--- src/rtl/layer_sequencer_pkg.sv ---
// Shared types and Q2.13 fixed-point helpers for the layer sequencer.
package layer_sequencer_pkg;

  typedef enum logic [2:0] {
    S_IDLE,
    S_CLEAR,
    S_STREAM,
    S_DRAIN,
    S_WRITE,
    S_FINISH
  } state_t;

  localparam int FRAC_BITS = 13;
  localparam logic [15:0] Q_MAX = 16'h7FFF;
  localparam logic [15:0] Q_MIN = 16'h8000;
  localparam logic signed [16:0] SUM_MAX = 17'sd32767;
  localparam logic signed [16:0] SUM_MIN = -17'sd32768;

  // Clamp a 17-bit signed sum into Q2.13, optionally folding negatives to zero.
  function automatic logic [15:0] sat_relu(input logic signed [16:0] sum, input logic relu);
    logic [15:0] r;
    if (sum > SUM_MAX) r = Q_MAX;
    else if (sum < SUM_MIN) r = Q_MIN;
    else r = sum[15:0];
    if (relu && r[15]) r = '0;
    return r;
  endfunction

endpackage

--- src/rtl/q_bias_act.sv ---
// Combinational bias add with Q2.13 saturation and optional ReLU.
module q_bias_act
  import layer_sequencer_pkg::*;
#(
  parameter int RELU = 1
) (
  input  logic [15:0] z,
  input  logic [15:0] bias,
  output logic [15:0] y
);

  logic signed [16:0] sum;

  always_comb begin
    sum = $signed({z[15], z}) + $signed({bias[15], bias});
    y   = sat_relu(sum, RELU != 0);
  end

endmodule

--- src/rtl/layer_sequencer.sv ---
// Runs one dense layer through an external MAC neuron: per output it clears,
// streams X/W, drains the pipeline, then writes the biased, activated result.
module layer_sequencer
  import layer_sequencer_pkg::*;
#(
  parameter int N_IN    = 784,
  parameter int N_OUT   = 20,
  parameter int MAC_LAT = 3,
  parameter int RELU    = 1,
  localparam int XA_W = (N_IN > 1) ? $clog2(N_IN) : 1,
  localparam int WA_W = (N_IN * N_OUT > 1) ? $clog2(N_IN * N_OUT) : 1,
  localparam int BA_W = (N_OUT > 1) ? $clog2(N_OUT) : 1
) (
  input  logic            Clk,
  input  logic            Reset,
  input  logic            Start,
  output logic            Busy,
  output logic            Done,
  output logic [XA_W-1:0] X_Addr,
  input  logic [15:0]     X_Data,
  output logic [WA_W-1:0] W_Addr,
  input  logic [15:0]     W_Data,
  output logic [BA_W-1:0] B_Addr,
  input  logic [15:0]     B_Data,
  output logic            Active,
  output logic [15:0]     X,
  output logic [15:0]     W,
  input  logic [15:0]     Z_In,
  output logic [BA_W-1:0] Y_Addr,
  output logic [15:0]     Y_Data,
  output logic            Y_We
);

  localparam int D_W = (MAC_LAT + 2 > 1) ? $clog2(MAC_LAT + 2) : 1;
  localparam logic [XA_W-1:0] X_LAST = XA_W'(N_IN - 1);
  localparam logic [D_W-1:0]  D_LAST = D_W'(MAC_LAT + 1);
  localparam logic [BA_W-1:0] J_LAST = BA_W'(N_OUT - 1);
  localparam logic [XA_W-1:0] X_ONE  = XA_W'(1);
  localparam logic [WA_W-1:0] W_ONE  = WA_W'(1);
  localparam logic [D_W-1:0]  D_ONE  = D_W'(1);
  localparam logic [BA_W-1:0] J_ONE  = BA_W'(1);

  state_t state, state_nxt;

  logic [XA_W-1:0] x_addr;
  logic [WA_W-1:0] w_addr;
  logic [BA_W-1:0] b_addr, y_addr, j;
  logic [D_W-1:0]  drain_cnt;
  logic            issue_q;
  logic            stream_last, drain_last, j_last;
  logic [15:0]     act_y;

  assign stream_last = (x_addr == X_LAST);
  assign drain_last  = (drain_cnt == D_LAST);
  assign j_last      = (j == J_LAST);

  assign X_Addr = x_addr;
  assign W_Addr = w_addr;
  assign B_Addr = b_addr;
  assign Y_Addr = y_addr;

  q_bias_act #(.RELU(RELU)) u_bias_act (
    .z    (Z_In),
    .bias (B_Data),
    .y    (act_y)
  );

  always_ff @(posedge Clk or posedge Reset) begin
    if (Reset) state <= S_IDLE;
    else       state <= state_nxt;
  end

  always_comb begin
    state_nxt = state;
    unique case (state)
      S_IDLE:   if (Start) state_nxt = S_CLEAR;
      S_CLEAR:  state_nxt = S_STREAM;
      S_STREAM: if (stream_last) state_nxt = S_DRAIN;
      S_DRAIN:  if (drain_last) state_nxt = S_WRITE;
      S_WRITE:  state_nxt = j_last ? S_FINISH : S_CLEAR;
      S_FINISH: state_nxt = S_IDLE;
      default:  state_nxt = S_IDLE;
    endcase
  end

  // Operands are gated by the delayed issue flag so the neuron sees zeros
  // whenever the memories are not returning a streamed element.
  always_comb begin
    Busy   = (state inside {S_CLEAR, S_STREAM, S_DRAIN, S_WRITE});
    Done   = (state == S_FINISH);
    Active = (state inside {S_STREAM, S_DRAIN, S_WRITE});
    Y_We   = (state == S_WRITE);
    X      = issue_q ? X_Data : 16'h0000;
    W      = issue_q ? W_Data : 16'h0000;
    Y_Data = (state == S_WRITE) ? act_y : 16'h0000;
  end

  // The weight address runs on across outputs; it steps into the next row on
  // entering STREAM so it can hold the last issued address while idle.
  always_ff @(posedge Clk or posedge Reset) begin
    if (Reset) begin
      x_addr    <= '0;
      w_addr    <= '0;
      b_addr    <= '0;
      y_addr    <= '0;
      j         <= '0;
      drain_cnt <= '0;
      issue_q   <= 1'b0;
    end else begin
      issue_q <= (state == S_STREAM);
      case (state)
        S_IDLE: begin
          if (Start) begin
            j      <= '0;
            w_addr <= '0;
          end
        end
        S_CLEAR: begin
          x_addr <= '0;
          if (j != '0) w_addr <= w_addr + W_ONE;
        end
        S_STREAM: begin
          if (!stream_last) begin
            x_addr <= x_addr + X_ONE;
            w_addr <= w_addr + W_ONE;
          end else begin
            b_addr    <= j;
            drain_cnt <= '0;
          end
        end
        S_DRAIN: begin
          drain_cnt <= drain_cnt + D_ONE;
          if (drain_last) y_addr <= j;
        end
        S_WRITE: begin
          if (!j_last) j <= j + J_ONE;
        end
        default: ;
      endcase
    end
  end

endmodule

--- config.mk ---
export PLATFORM = sky130hd
export DESIGN_NAME = layer_sequencer
export DESIGN_NICKNAME = d
export VERILOG_FILES = /design/src/rtl/layer_sequencer_pkg.sv /design/src/rtl/q_bias_act.sv /design/src/rtl/layer_sequencer.sv
export SDC_FILE = /design/constraint.sdc
export NUM_CORES = 1
export LEC_CHECK = 0
export BUFFER_PORTS_ARGS = -buffer_cell sky130_fd_sc_hd__buf_4
export CORE_AREA = 2 2 102 104
export DETAILED_ROUTE_END_ITERATION = 10
export DIE_AREA = 0 0 104 106
export HOLD_SLACK_MARGIN = 0.03
export PLACE_DENSITY_LB_ADDON = 0.05
export SLEW_MARGIN = 20
export SYNTH_ARGS = -nofsm -noshare
export SYNTH_HDL_FRONTEND = slang
export SYNTH_SLANG_ARGS = --single-unit
--- constraint.sdc ---
create_clock -name Clk -period 1.9 [get_ports Clk]
set_input_delay 0.19 -clock Clk [delete_from_list [all_inputs] [get_ports Clk]]
set_output_delay 0.19 -clock Clk [all_outputs]
set_load 0.02 [all_outputs]
==> flow_summary.ini, run 1 <==
[place]
gp_congestion = 0.820
post-dp-hpwl_um = 8890
numPortBuffers = 151
placed_cells = 735

[hold_path]
worstHoldStart = Start
min_to = state[0]
holdPathStages = 3
hold_path_class = in2reg

[sta]
finalCritPeriodShare_pct = 116
setup_viol = 15
max_freq_ghz = 0.455
relSlewSlack_pct = 61.0
slew_violations = 0
rsz0062_at_grt = yes
finalWorstSetupSlack_ps = -300
hold_violations = 0
fin_crit_ps = 2200
worst_pin_slew_ps = 584
skew_ps = 12.3

[setup_path]
r2r_slack_ps = 10
critPathArrivalTime_ps = 2010
startpoint_type = input port
timing.rr.start = X_Addr[5]
reg2reg_depth = 6
end_kind = primary output
crit_type = in2out
r2r_end = W_Addr[5]
crit_required_ps = 1710
cp_max_fo = 8

[global_routing]
grt_use_met3_pct = 5.09
grt_overflow = 0
antenna_found_initial = 0
grt_start_max_net_pins = 33
grt_use_total_pct = 20.0
grt_pass1_wl_um = 18400
first_global_vias = 3774
grtUsageMet2_pct = 35.7
grt_most_used_layer = met2
grtUsageMet1_pct = 23.5

[synthesis]
synth_fp_nets = 482
syn_avg_cell_area_um2 = 8.60
yosysSeqAreaShare_pct = 34.1
synth-edff-count = 0
synth_top_area_share_pct = 34.1
async_reset_ff_share_pct = 100
yosysMostFrequentCell = dfrtp_1
synth.distinct_cells = 48
netlist_area_um2 = 3370
synth_top_area_cell = dfrtp_1
synth_seq_cells = 46
synth_common_cells = dfrtp_1, nor2_1, and2_1
ys.flop_type = dfrtp_1
ys_warn_count = 0
synthCells = 392
yosys-top-cells-area = dfrtp_1, ha_1, and2_1

[route]
postRouteAntennaNets = 0
drt_iter0_markers = 99
drcViolationCount = 0
vias = 3752
drt_first_pass_iters = 4
wl_per_cell_um = 14.9
viasPerCell = 4.96
wirelength_um = 11300

[floorplanning]
dieArea_um2 = 11000
dieHeight_um = 106
io_pins = 153
rows = 37
design.core.area_um2 = 10000
die_w_um = 104
initial_utilization_pct = 33.7

[layout]
seq_area_um2 = 1160
fillCellCount = 886
multi_input_area_um2 = 2640
area_delta_synth_final_pct = 79.8
final_util_pct = 60.6
n_antenna_cell = 0
nets = 710
instances_no_fill = 757
drive_gt1_share_pct = 54.4

[cts]
cts_buffers = 5
insertion_delay_ps = 310
clock_path_buffers = 2
cts_sinks = 46
cts_max_level = 2
root_buffer = clkbuf_8
cts_tree = yes
clk_pin_slew_ps = 90

[status]
violations = negative setup slack
status = finished with violations

[pwr]
p_leak_nw = 2.82
p_per_area_nw_per_um2 = 442
ir_drop_mv = 0.254

[job]
maxCapViolCount = 0
[critical path, cell delays in order]
cell and delay (ps):
buf_8 80, ha_4 130, inv_2 30, fa_2 340, nand2b_4 170, a21oi_4 150
o21ai_2 80, a21oi_2 170, o221ai_4 160, buf_12 190, a41oi_2 150, buf_4 160
[sequential cells by signal (all words and copies together), names as in the netlist]
register and flops:
j 5, W_Addr 14, issue_q 1, Y_Addr 5, drain_cnt 3, B_Addr 5
state 3, X_Addr 10
[repair_timing]
item	CTS	global route
setup endpoints to repair	23	32
pin swaps	10	17
hold buffers	1	0
cloned	2	1
gates resized for setup	35	46
buffers inserted	3	7
hold endpoints to repair	17	0
[cells by family (layout without fill, tap and decap cells)]
| logic type | Yosys count | count (layout) | synth area share (%) |
|---|---|---|---|
| adder cells (fa/ha/maj) | 23 | 23 | 8.76 |
| other | 1 | 1 | 0.111 |
| XOR/XNOR | 31 | 31 | 8.05 |
| flip-flops | 46 | 46 | 34.1 |
| multiplexers | 9 | 9 | 3.01 |
| AND/OR/NAND/NOR | 168 | 169 | 26.7 |
| AO/OA/AOI/OAI | 85 | 85 | 15.0 |
| buffers and inverters | 29 | 257 | 4.27 |
[worst max-delay path by stage]
| stage | endpoint | start | depth (start not counted) |
|---|---|---|---|
| 6_report | Y_Data[13] | B_Data[0] | 12 |
| 5_1_grt | Y_Data[13] | B_Data[0] | 12 |
| 4_1_cts | Y_Data[13] | B_Data[0] | 12 |
| 3_5_place_dp | Y_Data[13] | B_Data[4] | 10 |
| 3_3_place_gp | Y_Data[13] | B_Data[4] | 10 |
| 2_1_floorplan | Y_Data[10] | B_Data[0] | 10 |
[through the flow]
| stage | setup TNS, ps | cell area [um2] | total power, mW | setup slack, ps | hold WS [ps] |
|---|---|---|---|---|---|
| detailed placement | -5220 | 5400 | 1.78 | -387 | 217 |
| floorplan | -2040 | 3630 | 1.41 | -147 | 329 |
| CTS | -4600 | 5790 | 2.64 | -324 | 158 |
| global route | -5230 | 6060 | 2.80 | -394 | 161 |
| global placement | -4450 | 5400 | 1.77 | -341 | 222 |
| finish | -3740 | 6060 | 2.68 | -300 | 155 |
[cell usage in the layout, fill, tap and decap left out, types with 7 or more instances in the layout]
cell / instances
a21oi_2: 9
nand4_1: 10
xnor2_1: 14
xor2_1: 14
dfrtp_1: 40
buf_6: 18
a21oi_4: 13
nor2_1: 36
ha_4: 9
a21oi_1: 7
ha_1: 10
and2_1: 33
nand3_1: 15
buf_4: 209
inv_1: 11
nand2_1: 28
mux2_2: 9
o21ai_0: 23
[metal layers]
metal | part of all wire (%) | wire [um]
met5 | 0 | 0
met4 | 2.6 | 297
met3 | 7.4 | 838
met2 | 51 | 5720
met1 | 39 | 4440
[final cells by class]
class / count / area share, %
multi-input cells: 318 / 43.5
repair buffers: 235 / 31.7
flip-flops and latches: 46 / 19.1
well taps: 136 / 2.81
clock buffers: 5 / 1.14
inverters: 14 / 0.867
clock inverters: 3 / 0.805
[where the power goes]
group | internal (mW) | switching, mW | total (mW) | leakage (nW)
Sequential | 0.978 | 0 | 0.978 | 0.575
Clock | 0.401 | 0.377 | 0.779 | 0.0563
Combinational | 0.473 | 0.448 | 0.921 | 2.19
Total | 1.85 | 0.826 | 2.68 | 2.82
Note: power is estimated with default switching activity, not from simulation.
==> run 2: changes to the inputs <==
--- a/config.mk
+++ b/config.mk
@@ -11,6 +11,7 @@
 export DIE_AREA = 0 0 104 106
 export HOLD_SLACK_MARGIN = 0.03
 export PLACE_DENSITY_LB_ADDON = 0.05
+export SKIP_CTS_REPAIR_TIMING = 1
 export SLEW_MARGIN = 20
 export SYNTH_ARGS = -nofsm -noshare
 export SYNTH_HDL_FRONTEND = slang
==> flow_summary.ini, run 2 (synthesized netlist as in run 1, its figures left out) <==
[cts]
insertion_delay_ps = 310
clock_path_buffers = 2
cts_max_level = 2
clk_pin_slew_ps = 90
cts_sinks = 46
cts_buffers = 5
cts_tree = yes
root_buffer = clkbuf_8

[sta]
fin_crit_ps = 2320
setup_viol = 16
setup-tns-final_ps = -5720
hold_violations = 0
slew_violations = 0
finalCritPeriodShare_pct = 122
skew_ps = 12.4
rsz0062_at_grt = yes
finalWorstSetupSlack_ps = -422
relSlewSlack_pct = 60.6
worst_pin_slew_ps = 592
max_freq_ghz = 0.431

[setup_path]
crit_required_ps = 1710
timing.rr.start = X_Addr[5]
startpoint = B_Data[0]
cp_slowest_stage_delay_ps = 280
r2r_slack_ps = 0
crit_type = in2out
cp_max_fo = 8
crit_chain = buf_6 > ha_4 > buf_6 > a211oi_4 > o211ai_1 > buf_4 > a31oi_4 > o21ai_2 > xnor2_2 > buf_12 > a41oi_2 > buf_4
r2r_end = W_Addr[5]
slowest_stage = xnor2_2
critPathArrivalTime_ps = 2130
end_kind = primary output
startpoint_type = input port
reg2reg_depth = 6
crit_end = Y_Data[13]

[place]
placed_cells = 735
numPortBuffers = 151
gp_congestion = 0.820
post-dp-hpwl_um = 8890

[global_routing]
grt_start_max_net_pins = 33
antenna_found_initial = 0
first_global_vias = 3637
grt_overflow = 0
grt_use_total_pct = 19.3
grt_pass1_wl_um = 17700

[layout]
area_delta_synth_final_pct = 76.6
fillCellCount = 898
n_antenna_cell = 0
largest_reg_flops = 14
nets = 710
layout_common_cells = buf_4, dfrtp_1, nor2_1
drive_gt1_share_pct = 52.5
instances_no_fill = 757
final_util_pct = 59.5
final_common_cell = buf_4

[route]
postRouteAntennaNets = 0
vias = 3711
viasPerCell = 4.90
drcViolationCount = 0
drt_first_pass_iters = 4
drt_iter0_markers = 107
wl_per_cell_um = 14.7
wirelength_um = 11100

[status]
status = finished with violations
violations = negative setup slack

[hold_path]
holdPathStages = 3
hold_path_class = in2reg

[floorplanning]
die_w_um = 104
dieArea_um2 = 11000
initial_utilization_pct = 33.7
rows = 37
dieHeight_um = 106
io_pins = 153
design.core.area_um2 = 10000

[pwr]
p_per_area_nw_per_um2 = 439
p_leak_nw = 2.82
power.total_mw = 2.61
ir_drop_mv = 0.249

[job]
maxCapViolCount = 0
-- run 2: cell types whose count changed in the layout (fill, tap and decap cells not counted), moves of 2 or more --
cell	previous run	this run
nand3_4	1	3
buf_8	2	0
a21oi_4	13	11
nor2_2	5	2
ha_4	9	7
a21oi_1	7	13
nand3_2	2	0
a21oi_2	9	5
nor2_1	36	38
ha_1	10	12
buf_4	209	214
buf_6	18	15
-- run 2: where the power goes --
part / internal [mW] / total [mW] / switching (mW)
clock network: 0.401 / 0.780 / 0.378
registers: 0.978 / 0.978 / 0
logic: 0.439 / 0.856 / 0.417
-- run 2: critical path, delay by kind of cell --
family | cells | cell delay [ps]
AO/OA/AOI/OAI | 5 | 760
XOR/XNOR | 1 | 280
adder cells (fa/ha/maj) | 1 | 150
buffers and inverters | 5 | 750
-- run 2: through the flow --
step	worst slack, ps	cell area (um2)	hold slack [ps]
2_1_floorplan	-147	3630	329
3_3_place_gp	-341	5400	222
3_5_place_dp	-387	5400	217
4_1_cts	-393	5510	-122
5_1_grt	-465	5950	159
6_report	-422	5950	151
-- run 2: final cells by class --
type                       instances  area [um2]  share of cell area (%)
tap                              136         170                    2.86
multi-input combinational        318        2560                    43.0
sequential                        46        1160                    19.5
clock inverter                     3        48.8                   0.820
inverter                          14        52.6                   0.883
clock buffer                       5        68.8                    1.16
timing repair buffer             235        1900                    31.8
-- run 2: worst min-delay path by stage --
stage / start / to / slack (ps)
6_report: Start / state[0] / 150
3_5_place_dp: Reset / X_Addr[8] / 220
4_1_cts: Reset / X_Addr[8] / -120
2_1_floorplan: Start / state[0] / 330
3_3_place_gp: Reset / X_Addr[8] / 220
5_1_grt: Start / state[0] / 160
-- run 2: routing by layer --
| layer | track usage (%) | up-vias | wire, um |
|---|---|---|---|
| met5 | 0 | - | 0 |
| met4 | 4.34 | 0 | 163 |
| met3 | 4.90 | 8 | 723 |
| met2 | 35.3 | 110 | 5750 |
| met1 | 22.7 | 1761 | 4500 |
| li1 | - | 1832 | - |
==> run 3: changes to the inputs <==
==> constraint.sdc (replaced) <==
create_clock -name Clk -period 2.2 [get_ports Clk]
set_input_delay 0.22 -clock Clk [delete_from_list [all_inputs] [get_ports Clk]]
set_output_delay 0.22 -clock Clk [all_outputs]
set_load 0.02 [all_outputs]
==> flow_summary.ini, run 3 (synthesized netlist as in run 1, its figures left out) <==
[place]
placed_area_um2 = 5150
post-dp-hpwl_um = 8450
dp_slack_ps = -236
numPortBuffers = 151
gp_congestion = 0.838

[setup_path]
end_kind = primary output
crit_required_ps = 1980
crit_chain = buf_6 > ha_4 > buf_6 > a211oi_4 > o211ai_1 > buf_4 > a31oi_4 > o21ai_2 > xnor2_2 > buf_12 > a41oi_2 > buf_4
critPathArrivalTime_ps = 2140
crit_type = in2out
startpoint_type = input port
slowest_stage = xnor2_2
reg2reg_depth = 9
cp_slowest_stage_delay_ps = 300
cp_max_fo = 8

[job]
maxCapViolCount = 0

[route]
drcViolationCount = 0
wirelength_um = 10800
wl_per_cell_um = 14.8
drt_first_pass_iters = 4
vias = 3600
postRouteAntennaNets = 0
drt_iter0_markers = 131
viasPerCell = 4.91

[layout]
layout_common_cells = buf_4, dfrtp_1, nor2_1
nets = 686
area_delta_synth_final_pct = 66.0
drive_gt1_share_pct = 46.7
final_common_cell = buf_4
largest_reg_flops = 14
n_antenna_cell = 0
final_cell_area_um2 = 5590

[cts]
clk_pin_slew_ps = 90
cts_buffers = 5
cts_tree = yes
insertion_delay_ps = 300
clock_path_buffers = 2
cts_max_level = 2
root_buffer = clkbuf_8
cts_sinks = 46

[sta]
relSlewSlack_pct = 58.8
skew_ps = 3.83
rsz0062_at_grt = yes
hold_violations = 0
setup_viol = 15
fin_crit_ps = 2360
finalCritPeriodShare_pct = 107
max_freq_ghz = 0.425
slew_violations = 0
worst_pin_slew_ps = 618
finalWorstSetupSlack_ps = -155

[floorplanning]
rows = 37
dieHeight_um = 106
initial_utilization_pct = 33.7
io_pins = 153
design.core.area_um2 = 10000
die_w_um = 104
dieArea_um2 = 11000

[global_routing]
antenna_found_initial = 0
grt_start_max_net_pins = 33
grt_pass1_wl_um = 16900
first_global_vias = 3399
grt_use_total_pct = 18.7
grt_overflow = 0

[pwr]
p_leak_nw = 2.65
pwr-share-seq_pct = 37.7
pwr-share-clk_pct = 29.4
p_int_mw = 1.56
p_per_area_nw_per_um2 = 401
combPwrFrac_pct = 32.9
ir_drop_mv = 0.373
p_switching_mw = 0.680
swShare_pct = 30.3

[hold_path]
holdPathStages = 3
hold_path_class = in2reg

[status]
violations = negative setup slack
status = finished with violations
## run 3: changes by cell type in the layout (fill, tap and decap cells not counted), moves of 3 or more
cell / before / now
dfrtp_1: 40 / 46
buf_4: 214 / 194
nand3_4: 3 / 0
dfrtp_2: 6 / 0
nor3_1: 5 / 8
## run 3: worst paths after layout
| kind | start | endpoint | slack (ps) |
|---|---|---|---|
| worst min-delay path | Start | state[0] | 160 |
| min in group asynchronous | Reset | X_Addr[8] | 380 |
| worst min register to register | B_Addr[1] | B_Addr[1] | 490 |
| worst max-delay path | Z_In[0] | Y_Data[13] | -160 |
| max in group asynchronous | Reset | drain_cnt[1] | 1270 |
| worst max register to register | j[0] | W_Addr[11] | 270 |
## run 3: layout make-up
class	instances	area [um2]
inverter	14	52.6
fill	929	4410
clock inverter	3	48.8
sequential	46	1150
tap	136	170
multi-input combinational	317	2400
clock buffer	5	68.8
timing repair buffer	212	1700
## run 3: critical path, delay by kind of cell
| family | cells | cell delay, ps |
|---|---|---|
| buf+inv | 5 | 740 |
| compound gates | 5 | 730 |
| xor+xnor | 1 | 300 |
| fa+ha+maj | 1 | 150 |
## run 3: layer usage
metal | wire [um] | vias up | part of all wire (%) | GRT usage, %
met5 | 0 | - | 0 | 0
met4 | 71 | 0 | 0.65 | 3.28
met3 | 736 | 6 | 6.8 | 4.48
met2 | 5550 | 126 | 51 | 34.4
met1 | 4480 | 1697 | 41 | 22.3
li1 | - | 1771 | - | -
## run 3: power groups by stage
stage	clock (mW)	combinational (mW)	sequential (mW)
5_1_grt	0.717	0.788	0.845
3_3_place_gp	0	0.639	0.861
2_1_floorplan	0	0.345	0.862
4_1_cts	0.685	0.643	0.845
6_report	0.660	0.736	0.845
3_5_place_dp	0	0.641	0.861
## run 3: per-stage QoR
step / cells / setup TNS, ps / hold slack [ps] / power (mW) / utilization (%)
after floorplan: 392 / 0 / 359 / 1.21 / -
after global placement: 717 / -2160 / 162 / 1.50 / 51.5
after detailed placement: 717 / -2810 / 162 / 1.50 / 51.5
after CTS: 725 / -2940 / -167 / 2.17 / 52.7
after global routing: 733 / -2910 / 188 / 2.35 / 55.9
final: 733 / -1750 / 158 / 2.24 / 55.9
